### config.mk
export PLATFORM = sky130hd
export DESIGN_NAME = sipo_rx_ctrl
export DESIGN_NICKNAME = d
export VERILOG_FILES = /design/src/rtl/sipo_rx_pkg.sv /design/src/rtl/sipo_shift_w.sv /design/src/rtl/sipo_rx_ctrl.sv
export SDC_FILE = /design/constraint.sdc
export NUM_CORES = 1
export LEC_CHECK = 0
export CAP_MARGIN = 10
export CORE_UTILIZATION = 52
export DETAILED_ROUTE_END_ITERATION = 6
export PLACE_DENSITY = 0.8
export SYNTH_ARGS = -nofsm -noshare
export SYNTH_HDL_FRONTEND = slang
export SYNTH_SLANG_ARGS = --single-unit
export TNS_END_PERCENT = 20
### constraint.sdc
create_clock -name clk -period 4 [get_ports clk]
set_clock_uncertainty 0.05 [all_clocks]
set_input_delay 0.8 -clock clk [delete_from_list [all_inputs] [get_ports clk]]
set_output_delay 0.8 -clock clk [all_outputs]
set_load 0.05 [all_outputs]
### src/rtl/sipo_rx_pkg.sv
// Shared types for the serial frame receiver: FSM state encoding and default word width.
// Used by sipo_shift_w and sipo_rx_ctrl (optional parity build: SIPO_RX_CTRL_PARITY_EN).
package sipo_rx_pkg;

  localparam int DEFAULT_WIDTH = 4;

  localparam logic [1:0] ST_IDLE_ENC   = 2'b00;
  localparam logic [1:0] ST_SHIFT_ENC  = 2'b01;
  localparam logic [1:0] ST_PARITY_ENC = 2'b10;
  localparam logic [1:0] ST_STOP_ENC   = 2'b11;

  typedef enum logic [1:0] {
    IDLE   = ST_IDLE_ENC,
    SHIFT  = ST_SHIFT_ENC,
    PARITY = ST_PARITY_ENC,
    STOP   = ST_STOP_ENC
  } state_t;

endpackage

### src/rtl/sipo_shift_w.sv
// WIDTH-bit serial-in/parallel-out shift register, MSB-first: new bits enter at bit 0.
// Synchronous clear wins over shift; asynchronous active-low reset.
module sipo_shift_w
  import sipo_rx_pkg::*;
#(
  parameter int WIDTH = DEFAULT_WIDTH
) (
  input  logic             clk,
  input  logic             reset_n,
  input  logic             i_clr,
  input  logic             i_shift_en,
  input  logic             i_serial,
  output logic [WIDTH-1:0] o_q
);

  logic [WIDTH-1:0] r_q;

  always_ff @(posedge clk or negedge reset_n) begin
    if (!reset_n) begin
      r_q <= '0;
    end else if (i_clr) begin
      r_q <= '0;
    end else if (i_shift_en) begin
      r_q <= {r_q[WIDTH-2:0], i_serial};
    end
  end

  assign o_q = r_q;

endmodule

### src/rtl/sipo_rx_ctrl.sv
// Framed serial word receiver: start bit, WIDTH data bits MSB-first, optional parity, stop bit.
// Define SIPO_RX_CTRL_PARITY_EN to add the even-parity bit and the parity_err output.
module sipo_rx_ctrl
  import sipo_rx_pkg::*;
#(
  parameter int WIDTH = DEFAULT_WIDTH
) (
  input  logic             clk,
  input  logic             reset_n,
  input  logic             serial_in,
  input  logic             bit_en,
  input  logic             abort,
  output logic [WIDTH-1:0] out_data,
  output logic             out_valid,
  input  logic             out_ready,
  output logic             busy,
  output logic             frame_err,
`ifdef SIPO_RX_CTRL_PARITY_EN
  output logic             parity_err,
`endif
  output logic             overrun
);

  localparam int CNT_W = $clog2(WIDTH + 1);

  state_t           r_state;
  state_t           w_state_next;
  logic [CNT_W-1:0] r_cnt;
  logic [CNT_W-1:0] w_cnt_next;
  logic [WIDTH-1:0] w_word;
  logic             w_clr;
  logic             w_shift_en;
  logic             w_stop_ok;
  logic             w_stop_bad;

  logic [WIDTH-1:0] r_out_data;
  logic [WIDTH-1:0] w_out_data_next;
  logic             r_out_valid;
  logic             w_out_valid_next;
  logic             r_frame_err;
  logic             r_overrun;
  logic             w_overrun_next;

`ifdef SIPO_RX_CTRL_PARITY_EN
  logic             w_par_check;
  logic             r_par_err_pend;
  logic             r_parity_err;
  logic             w_parity_err_next;
`endif

  sipo_shift_w #(
    .WIDTH(WIDTH)
  ) u_shift (
    .clk        (clk),
    .reset_n    (reset_n),
    .i_clr      (w_clr),
    .i_shift_en (w_shift_en),
    .i_serial   (serial_in),
    .o_q        (w_word)
  );

  always_ff @(posedge clk or negedge reset_n) begin
    if (!reset_n) begin
      r_state <= IDLE;
      r_cnt   <= '0;
    end else begin
      r_state <= w_state_next;
      r_cnt   <= w_cnt_next;
    end
  end

  // Abort overrides every transition; otherwise nothing moves without a sample strobe.
  always_comb begin
    w_state_next = r_state;
    w_cnt_next   = r_cnt;
    w_clr        = 1'b0;
    w_shift_en   = 1'b0;
    w_stop_ok    = 1'b0;
    w_stop_bad   = 1'b0;
`ifdef SIPO_RX_CTRL_PARITY_EN
    w_par_check  = 1'b0;
`endif
    if (abort) begin
      w_state_next = IDLE;
      w_cnt_next   = '0;
    end else if (bit_en) begin
      case (r_state)
        IDLE: begin
          if (!serial_in) begin
            w_state_next = SHIFT;
            w_cnt_next   = '0;
            w_clr        = 1'b1;
          end
        end
        SHIFT: begin
          w_shift_en = 1'b1;
          w_cnt_next = r_cnt + CNT_W'(1);
          if (r_cnt == CNT_W'(WIDTH - 1)) begin
`ifdef SIPO_RX_CTRL_PARITY_EN
            w_state_next = PARITY;
`else
            w_state_next = STOP;
`endif
          end
        end
`ifdef SIPO_RX_CTRL_PARITY_EN
        PARITY: begin
          w_par_check  = 1'b1;
          w_state_next = STOP;
        end
`endif
        STOP: begin
          w_stop_ok    = serial_in;
          w_stop_bad   = !serial_in;
          w_state_next = IDLE;
        end
        default: begin
          w_state_next = IDLE;
        end
      endcase
    end
  end

  // A completion with the old word still pending is dropped unless it is consumed this cycle.
  always_comb begin
    w_out_data_next  = r_out_data;
    w_out_valid_next = r_out_valid;
    w_overrun_next   = 1'b0;
`ifdef SIPO_RX_CTRL_PARITY_EN
    w_parity_err_next = r_parity_err;
`endif
    if (w_stop_ok) begin
      if (!r_out_valid || out_ready) begin
        w_out_data_next  = w_word;
        w_out_valid_next = 1'b1;
`ifdef SIPO_RX_CTRL_PARITY_EN
        w_parity_err_next = r_par_err_pend;
`endif
      end else begin
        w_overrun_next = 1'b1;
      end
    end else if (r_out_valid && out_ready) begin
      w_out_valid_next = 1'b0;
`ifdef SIPO_RX_CTRL_PARITY_EN
      w_parity_err_next = 1'b0;
`endif
    end
  end

  always_ff @(posedge clk or negedge reset_n) begin
    if (!reset_n) begin
      r_out_data  <= '0;
      r_out_valid <= 1'b0;
      r_frame_err <= 1'b0;
      r_overrun   <= 1'b0;
    end else begin
      r_out_data  <= w_out_data_next;
      r_out_valid <= w_out_valid_next;
      r_frame_err <= w_stop_bad;
      r_overrun   <= w_overrun_next;
    end
  end

`ifdef SIPO_RX_CTRL_PARITY_EN
  // Even parity: the line bit must equal the XOR of the received data bits.
  always_ff @(posedge clk or negedge reset_n) begin
    if (!reset_n) begin
      r_par_err_pend <= 1'b0;
      r_parity_err   <= 1'b0;
    end else begin
      if (w_clr) begin
        r_par_err_pend <= 1'b0;
      end else if (w_par_check) begin
        r_par_err_pend <= (serial_in != (^w_word));
      end
      r_parity_err <= w_parity_err_next;
    end
  end

  assign parity_err = r_parity_err;
`endif

  assign out_data  = r_out_data;
  assign out_valid = r_out_valid;
  assign frame_err = r_frame_err;
  assign overrun   = r_overrun;
  assign busy      = (r_state != IDLE);

endmodule

==> metrics.md, run 1 <==
| Metric | Value |
|---|---|
| GR Layer Usage met3 | 0.0511 |
| Core footprint | between 1000 and 1500 um2 |
| CTS tree | yes |
| Dpl cell area | just under 900 um2 |
| Sequential power share | 0.559 |
| # Max-Cap Violations | 0 |
| Share of total power in combinational logic | 0.091 |
| Final hold violation count | 0 |
| Compound-Gate Fraction of Synth Area | 0.0584 |
| First DRT Iteration DRCs | 4 |
| PwrDens | 338 nW/um2 |
| Final Core Density | 0.698 |
| Mux share of post-synthesis cell area | 0.122 |
| Final Net Count | 85 |
| Synth Area in Adders | 0.0344 |
| Antenna Nets Post-Route | 0 |
| Fraction of registers with async set/reset | 1.00 |
| Hpwl dp | 978 um |
| Die width | slightly below 40 um |
| Placed Cells incl. Taps | 87 |
| PortBufs | 13 |
| Most frequent cells in the layout | dfrtp_1, clkdlybuf4s50_1, mux2_2, nor2_1, nand2b_1 |
| P_sw | 72.2 uW |
| Cell row count | 13 |
| Via Count | 505 |
| Xor/xnor share of the synthesized area | 0 |
| P&R area growth vs syn | 24.7% |
| Die height | 39.4 um |
| Root Buffer | clkbuf_4 |
| Mapped Cells | 60 |
| Total grt overflow | 0 |
| Max-slew violations | 0 |
| Ports | 14 |
| Mapped Avg Cell Area | 12.1 um2 |
| Final Instance Area | between 900 and 1000 um2 |
| Post-Synthesis Cell Area | ~730 um2 |
| Total wire length | ~1300 um |
| Met2 usage in global routing | 0.357 |
| Sequential-to-total area share from yosys stat | 0.550 |
| Critical path data required time | 3.15 ns |
| # fillers | 101 |
| Post-DR wirelength/cell | ~14 um |
| Top cells by area, synth | dfrtp_1, mux2_2, ha_1 |
| Startpoint Class | flip-flop |
| Gpl congestion | 0.737 |
| Latest clock arrival within the worst-skew pair | 0.29 ns |
| Setup Crit Path Kind | reg2out |
| Ys Warns | 0 |
| GRT busiest layer | met2 |
| CTS Sinks | 16 |
| H-Tree Depth | 1 |
| Worst Tran Pin Value | about 0.7 ns |
| Synth unique cells | 25 |
| Int Pwr | between 200 and 250 uW |
| Clock power frac | 0.350 |
| PnR Total Power | 307 uW |
| Postcts setup bufs | 0 |
| Vias per cell | around 5.5 |
| Net Count, Synth | just under 70 |
| DRC Markers | 0 |
| Total negative slack | 0 ns |
| Element type at the critical path end | output port |
| Min-delay worst type | reg2reg |
| Clock period minus worst slack | between 2 and 3 ns |
| Initial antenna violation count | 0 |
| Simple-gate share of the synthesized area | 0.218 |
| Peak Freq | 381 MHz |
| Leakage dissipation | roughly 0.00042 uW |
| Crit path max fanout | 8 |
| Setup violators final | 0 |
| CTS Buf Count | 3 |
| Synth area leader | dfrtp_1 |
| Total track usage | 0.204 |
| Worst IR drop on VDD | between 0.0002 and 0.0003 V |
| Post-synth top area share | 0.550 |
| Clock transition at path regs | around 0.09 ns |
| Post-cts gate resize count | 0 |
| Commonest non-fill, non-tap cell in the layout | dfrtp_1 |
| Fin crit share | 0.657 |
| First-pass GRT wire length | slightly below 2000 um |
| Hold_buf cts | 0 |
| Full die area | around 1600 um2 |
| Largest net degree at the start of global routing | 17 |
| Main flop type after synthesis | dfrtp_1 |
| Antenna cell count | 0 |
| Initial Utilization | 0.560 |
| Final Non-Filler Cells | slightly above 90 |
| Switching Fraction | 0.236 |
| Vias in the first global route | around 480 |
| Status | complete, no violations |
| RSZ-0062 raised after global routing | no |
| Yosys reg bits | 16 |
| Slew headroom | 0.535 |
| Post-synth EDFFs | 0 |
| CTS max path bufs | 2 |
| Crit path DAT | roughly 1.8 ns |
| Largest family of logic cells by synthesized area | simple AND/OR/NAND/NOR gates |
| Met1 global-route usage | 0.228 |
| Pre-antenna DRT Iters | 2 |
| Share of cells above drive strength 1 | 0.211 |
==> final timing paths <==
kind                                 start              to  slack (ns)  cells past startpoint
worst max-delay path            r_state[1]            busy        1.37                      2
worst min-delay path              r_cnt[2]        r_cnt[2]        0.46                      1
worst max register to register  r_state[0]     out_data[1]        2.42                      3
worst min register to register    r_cnt[2]        r_cnt[2]        0.46                      1
max in group asynchronous          reset_n  u_shift.o_q[2]        2.59                      1
min in group asynchronous          reset_n         overrun        0.87                      1
==> stage by stage <==
| stage | hold slack [ns] | worst slack [ns] |
|---|---|---|
| after global routing | 0.491 | 1.31 |
| after global placement | 0.437 | 1.57 |
| after floorplan | 0.410 | 2.18 |
| after CTS | 0.464 | 1.36 |
| after detailed placement | 0.443 | 1.51 |
| final | 0.464 | 1.37 |
==> layer usage <==
layer	vias up	wire length (um)	share of wire
li1	246	-	-
met1	247	591	0.46
met2	10	622	0.48
met3	2	45	0.035
met4	0	24	0.019
met5	-	0	0
==> sequential cells by signal, indices dropped and copies added, names as in the netlist <==
| register | cells |
|---|---|
| out_data | 4 |
| frame_err | 1 |
| out_valid | 1 |
| overrun | 1 |
| r_cnt | 3 |
| r_state | 2 |
| u_shift.o_q | 4 |
==> area by class of cell <==
cell class                      count  area [um2]  area share
Tap cell                           15        18.8      0.0207
Sequential cell                    16         400       0.441
Multi-Input combinational cell     41         315       0.347
Clock buffer                        4        36.3      0.0399
Timing Repair Buffer               13         130       0.143
Inverter                            2        7.51     0.00826
==> worst max-delay path, cell delays in order (launching register included) <==
cell             delay, ns
dfrtp_1               0.47
or2_2                 0.32
clkdlybuf4s50_1       0.70
==> power by group through the flow <==
stage | Sequential [uW] | Clock [uW] | Combinational, uW
2_1_floorplan | 173 | 0 | 15.7
3_3_place_gp | 174 | 0 | 27.5
3_5_place_dp | 175 | 0 | 27.9
4_1_cts | 171 | 110 | 28.2
5_1_grt | 172 | 118 | 30.8
6_report | 171 | 107 | 27.8
==> cell families after synthesis <==
logic type               Yosys count
flip-flops                        16
adder cells (fa/ha/maj)            2
AO/OA/AOI/OAI                      7
multiplexers                       8
buffers and inverters              3
AND/OR/NAND/NOR                   24
==> Yosys cell counts, types with 2 or more instances <==
cell      count
a21oi_1       3
dfrtp_1      16
ha_1          2
inv_1         2
mux2_2        7
nand2_1       2
nand2b_1      4
nand3_1       2
nor2_1        6
No activity file was read; power rests on OpenSTA's default activity.
==> run 2, diff against run 1 <==
Settings changed: CORE_UTILIZATION 52 to 44, PLACE_DENSITY 0.8 to 0.72.
Clock period 4 ns to 2.17 ns, I/O delays scaled along.
==> run 2 against run 1 <==
Net effect: power is 84% higher; highest routed layer unchanged; utilization is 8.5 points lower; die area is 17% higher; flip-flop and latch count stayed put.
==> metrics.md, run 2 (synthesis gave the netlist of run 1 again) <==
| Metric | Value |
|---|---|
| DRC Markers | 0 (unchanged) |
| Vias per cell | 5.37 (-3.3%) |
| Clock transition at path regs | 0.10 ns (about the same) |
| FF-to-FF setup slack | 0.64 ns (-1.78 ns) |
| Fin crit share | 0.886 |
| WL met2 | 613 um (-1.4%) |
| Ports | 14 (unchanged) |
| P_sw | 130 uW (+79%) |
| R2R cell count | 4 (+1) |
| Min Hold Slack | 0.406 ns (-0.0572 ns) |
| # Max-Cap Violations | 0 (unchanged) |
| Switching Fraction | 0.230 (-0.00585) |
| Cell row count | 14 (+1) |
| Int Pwr | 434 uW (+85%) |
| Slew headroom | 0.668 (+0.133) |
| Setup Crit Path Kind | reg2out |
| # fillers | 124 (+23%) |
| First DRT Iteration DRCs | 9 (+5) |
| Share of total power in combinational logic | 0.099 (+0.008) |
| Final hold violation count | 0 (unchanged) |
| Dpl cell area | 896 um2 (+2.7%) |
| Met3 wire length | 63 um (+40%) |
| DRT met1 WL | 571 um (-3.4%) |
| Share of cells above drive strength 1 | 0.241 (+0.0300) |
| Crit-path leading delay family | buffers and inverters |
| Critical path data required time | 1.69 ns (-1.46 ns) |
| H-Tree Depth | 1 (unchanged) |
| Setup violators final | 0 (unchanged) |
| FF-to-FF Start | r_state[0] |
| Critical-path cell list | clkdlybuf4s50_1 |
| Gpl congestion | 0.757 (+2.7%) |
| Total track usage | 0.164 (-0.0398) |
| Status | complete, no violations |
| CP Depth | 1 (-1) |
| Largest net degree at the start of global routing | 17 (unchanged) |
| Peak Freq | about 520 MHz |
| Worst Setup SP | out_data[2] |
| Most frequent cells in the layout | dfrtp_1, clkdlybuf4s50_1, mux2_2, nor2_1, nand2b_1 |
| CTS Buf Count | 3 (unchanged) |
| CTS max path bufs | 2 (unchanged) |
| Total wire length | 1260 um (-1.7%) |
| Startpoint Class | flip-flop |
| Initial Utilization | 0.478 (-0.0818) |
| Critical-path top delay cell | clkdlybuf4s50_1 |
| Initial antenna violation count | 0 (unchanged) |
| P&R area growth vs syn | 28.4% |
| Sequential power share | 0.557 (-0.002) |
| First-pass GRT wire length | 2190 um (+11%) |
| Max-slew violations | 0 (unchanged) |
| Clock power frac | 0.344 (-0.006) |
| Die width | 42.7 um (+8.3%) |
| Total grt overflow | 0 (unchanged) |
| Final Net Count | 88 (+3.5%) |
| Antenna Nets Post-Route | 0 (unchanged) |
| Min-delay worst type | in2async |
| Latest clock arrival within the worst-skew pair | 0.28 ns (about the same) |
| Die height | 42.7 um (+8.3%) |
| Core footprint | 1520 um2 (+17%) |
| Crit path max fanout | 2 (-6) |
| CP Buf/Inv Count | 1 (unchanged) |
| Via Count | 510 (+0.99%) |
| Full die area | 1820 um2 (+17%) |
| Antenna cell count | 0 (unchanged) |
| Post-DR wirelength/cell | 13.3 um (-5.9%) |
| Top sig layer | met4 |
| Pre-antenna DRT Iters | 4 (+2) |
| CTS tree | yes |
| Hpwl dp | 920 um (-6.0%) |
| Worst Tran Pin Value | 0.497 ns (-0.199 ns) |
| Final Non-Filler Cells | 95 (+4.4%) |
| Postcts setup bufs | 0 (unchanged) |
| Hold_buf cts | 0 (unchanged) |
| Vias in the first global route | 485 (+2.1%) |
| RSZ-0062 raised after global routing | no |
| PortBufs | 13 (unchanged) |
| Commonest non-fill, non-tap cell in the layout | dfrtp_1 |
| CTS Sinks | 16 (unchanged) |
| Total negative slack | 0 ns (unchanged) |
| Final Core Density | 0.613 (-0.0848) |
| PwrDens | 603 nW/um2 (+79%) |
| Crit path DAT | 1.44 ns (-0.34 ns) |
| Element type at the critical path end | output port |
| Worst path max stage delay | 0.81 ns (+0.11 ns) |
| Leakage dissipation | 0.000452 uW (+7.2%) |
| Clock period minus worst slack | about 1.9 ns |
| Placed Cells incl. Taps | 91 (+4.6%) |
| Worst R2R End | r_cnt[1] |
| Worst IR drop on VDD | 0.000440 V (+61%) |
| Final Instance Area | 935 um2 (+2.9%) |
| Setup crit end | out_data[2] |
| Root Buffer | clkbuf_4 |
==> run 2: cell count changes in the layout (fill, tap and decap cells not counted) <==
cell             before  now
dlymetal6s2s_1        0    1
clkdlybuf4s50_1      13   12
buf_4                 0    3
==> run 2: power groups by stage <==
| stage | Sequential, uW | Clock (uW) | Combinational, uW |
|---|---|---|---|
| CTS | 314 | 203 | 56.5 |
| detailed placement | 320 | 0 | 56.2 |
| global placement | 320 | 0 | 55.7 |
| global route | 316 | 213 | 61.6 |
| finish | 314 | 194 | 55.5 |
| floorplan | 319 | 0 | 28.9 |
==> run 2: how the worst min path moves through the flow <==
stage | to | slack [ns] | cells past startpoint
2_1_floorplan | frame_err | 0.09 | 0
6_report | frame_err | 0.41 | 2
3_3_place_gp | r_cnt[2] | 0.44 | 1
4_1_cts | frame_err | 0.41 | 2
3_5_place_dp | r_cnt[2] | 0.45 | 1
5_1_grt | frame_err | 0.44 | 2
==> run 2: timing repair <==
item,4_1_cts,5_1_grt
hold endpoints to repair,0,0
setup endpoints to repair,0,1
gates resized for setup,0,1
==> run 2: final cells by class <==
cell class                      count  area (um2)  area share
Clock buffer                        4        36.3      0.0388
Inverter                            2        7.51     0.00803
Multi-Input combinational cell     41         315       0.337
Sequential cell                    16         400       0.428
Tap cell                           16        20.0      0.0214
Timing Repair Buffer               16         155       0.166
==> run 2: layer usage <==
metal / GRT usage / vias to the layer above
li1: - / 251
met1: 0.203 / 243
met2: 0.264 / 14
met3: 0.0340 / 2
met4: 0.0938 / 0
met5: 0 / -
==> run 2: through the flow <==
step	power, uW	worst slack [ns]
6_report	564	0.246
5_1_grt	591	0.198
4_1_cts	574	0.0296
3_5_place_dp	377	0.0712
3_3_place_gp	376	0.109
2_1_floorplan	348	0.620
==> run 3, diff against run 2 <==
Settings changed: CORE_UTILIZATION 44 to 52, PLACE_DENSITY 0.72 to 0.8.
Clock period 2.17 ns to 2.4 ns, I/O delays scaled along.
==> run 3 against run 2 <==
Net effect: via count fell by 0.59%; critical endpoint is now busy; power fell by 9.6%; sequential power fell by 8.9%; register-to-register slack improved by 0.17 ns; first-iteration DRC count fell by 33%; sequential share of layout area rose by 1.2 points; flip-flop and latch count did not move; die area fell by 15%; utilization rose by 8.5 points.
==> metrics.md, run 3 (synthesis gave the netlist of run 1 again) <==
| Metric | Value |
|---|---|
| Antenna cell count | 0 (unchanged) |
| CTS tree | yes |
| Startpoint Class | flip-flop |
| Initial Utilization | 0.560 (+0.0818) |
| Core footprint | 1300 um2 (-15%) |
| Status | complete, no violations |
| Gpl congestion | 0.736 (-2.7%) |
| Ports | 14 (unchanged) |
| Vias in the first global route | 462 (-4.7%) |
| P&R area growth vs syn | 24.7% |
| Sequential power share | 0.560 (+0.003) |
| CTS max path bufs | 2 (unchanged) |
| Share of cells above drive strength 1 | 0.211 (-0.0300) |
| Final hold violation count | 0 (unchanged) |
| Fin crit share | 0.965 |
| Clock power frac | 0.350 (+0.006) |
| Worst IR drop on VDD | 0.000415 V (-5.5%) |
| Element type at the critical path end | output port |
| Final Instance Area | 908 um2 (-2.8%) |
| Slew headroom | 0.534 (-0.134) |
| Setup violators final | 0 (unchanged) |
| Critical-path cell list | or2_2 > clkdlybuf4s50_1 |
| Int Pwr | 391 uW (-10%) |
| Critical path data required time | 1.87 ns (+0.18 ns) |
| Crit path max fanout | 8 (+6) |
| Hold_buf cts | 0 (unchanged) |
| Peak Freq | between 400 and 500 MHz |
| Clock period minus worst slack | roughly 2.3 ns |
| Most frequent cells in the layout | dfrtp_1, clkdlybuf4s50_1, mux2_2, nor2_1, nand2b_1 |
| Full die area | 1550 um2 (-15%) |
| Commonest non-fill, non-tap cell in the layout | dfrtp_1 |
| Largest net degree at the start of global routing | 17 (unchanged) |
| Die width | 39.4 um (-7.6%) |
| Pre-antenna DRT Iters | 4 (unchanged) |
| Total negative slack | 0 ns (unchanged) |
| Min-delay worst type | reg2reg |
| Cell row count | 13 (-1) |
| PwrDens | 561 nW/um2 (-6.9%) |
| Critical-path top delay cell | clkdlybuf4s50_1 |
| Leakage dissipation | 0.000421 uW (-6.7%) |
| Switching Fraction | 0.234 (+0.00423) |
| Dpl cell area | 872 um2 (-2.7%) |
| Postcts setup bufs | 0 (unchanged) |
| Total track usage | 0.196 (+0.0316) |
| PortBufs | 13 (unchanged) |
| CTS Sinks | 16 (unchanged) |
| Setup Crit Path Kind | reg2out |
| Initial antenna violation count | 0 (unchanged) |
| Crit path DAT | 1.79 ns (+0.35 ns) |
| Share of total power in combinational logic | 0.090 (-0.009) |
| # fillers | 101 (-19%) |
| Hpwl dp | 947 um (+3.0%) |
| H-Tree Depth | 1 (unchanged) |
| RSZ-0062 raised after global routing | no |
| First-pass GRT wire length | 1920 um (-12%) |
| P_sw | 119 uW (-7.9%) |
| Antenna Nets Post-Route | 0 (unchanged) |
| Final Net Count | 85 (-3.4%) |
| Via Count | 507 (-0.59%) |
| Vias per cell | 5.57 (+3.8%) |
| Post-DR wirelength/cell | 13.5 um (+1.9%) |
| CTS Buf Count | 3 (unchanged) |
| # Max-Cap Violations | 0 (unchanged) |
| Die height | 39.4 um (-7.6%) |
| DRC Markers | 0 (unchanged) |
| Root Buffer | clkbuf_4 |
| Post-cts gate resize count | 0 (unchanged) |
| Clock transition at path regs | 0.09 ns (about the same) |
| Total grt overflow | 0 (unchanged) |
| Max-slew violations | 0 (unchanged) |
| Worst path max stage delay | 0.70 ns (-0.11 ns) |
| Total wire length | 1230 um (-2.4%) |
| First DRT Iteration DRCs | 6 (-3) |
| Worst Tran Pin Value | 0.697 ns (+0.201 ns) |
| Latest clock arrival within the worst-skew pair | 0.29 ns (about the same) |
[run 3: power groups by stage]
stage               sequential (uW)  combinational [uW]  clock (uW)
floorplan                       288                26.1           0
global placement                290                45.8           0
detailed placement              291                46.3           0
CTS                             285                46.6         182
global route                    287                51.2         195
finish                          286                45.9         178
[run 3: critical path, delay by kind of cell (launching register included)]
family / cells / cell delay, ns
buffers and inverters: 1 / 0.70
and+or+nand+nor: 1 / 0.32
DFF: 1 / 0.48
[run 3: through the flow]
stage          hold WS, ns  utilization  cells  total power [uW]  setup WS (ns)
2_1_floorplan        0.134            -     60               314          0.850
3_3_place_gp         0.436        0.670     87               336          0.285
3_5_place_dp         0.441        0.670     87               337          0.230
4_1_cts              0.464        0.698     91               514         0.0804
5_1_grt              0.490        0.698     91               533         0.0281
6_report             0.462        0.698     91               510         0.0849
[run 3: path summary, 6_finish.rpt]
path / start / to / slack [ns] / cells after the start
setup / recovery: r_state[1] / busy / 0.08 / 2
hold / removal: u_shift.o_q[3] / u_shift.o_q[3] / 0.46 / 1
setup reg to reg: r_state[0] / out_data[2] / 0.81 / 3
hold reg to reg: u_shift.o_q[3] / u_shift.o_q[3] / 0.46 / 1
max in group asynchronous: reset_n / out_data[1] / 1.30 / 1
min in group asynchronous: reset_n / frame_err / 0.55 / 1
[run 3: final cells by class]
class,instances,area (um2),share of cell area
sequential,16,400,0.441
multi-input combinational,41,315,0.347
timing repair buffer,13,130,0.143
clock buffer,4,36.3,0.0399
tap,15,18.8,0.0207
inverter,2,7.51,0.00826
[run 3: per-layer routing]
layer / track usage / share of wire / wire, um / vias to the layer above
met5: 0 / 0 / 0 / -
met4: 0.0603 / 0.0097 / 12 / 0
met3: 0.0511 / 0.041 / 51 / 2
met2: 0.336 / 0.50 / 611 / 10
met1: 0.236 / 0.45 / 555 / 249
li1: - / - / - / 246
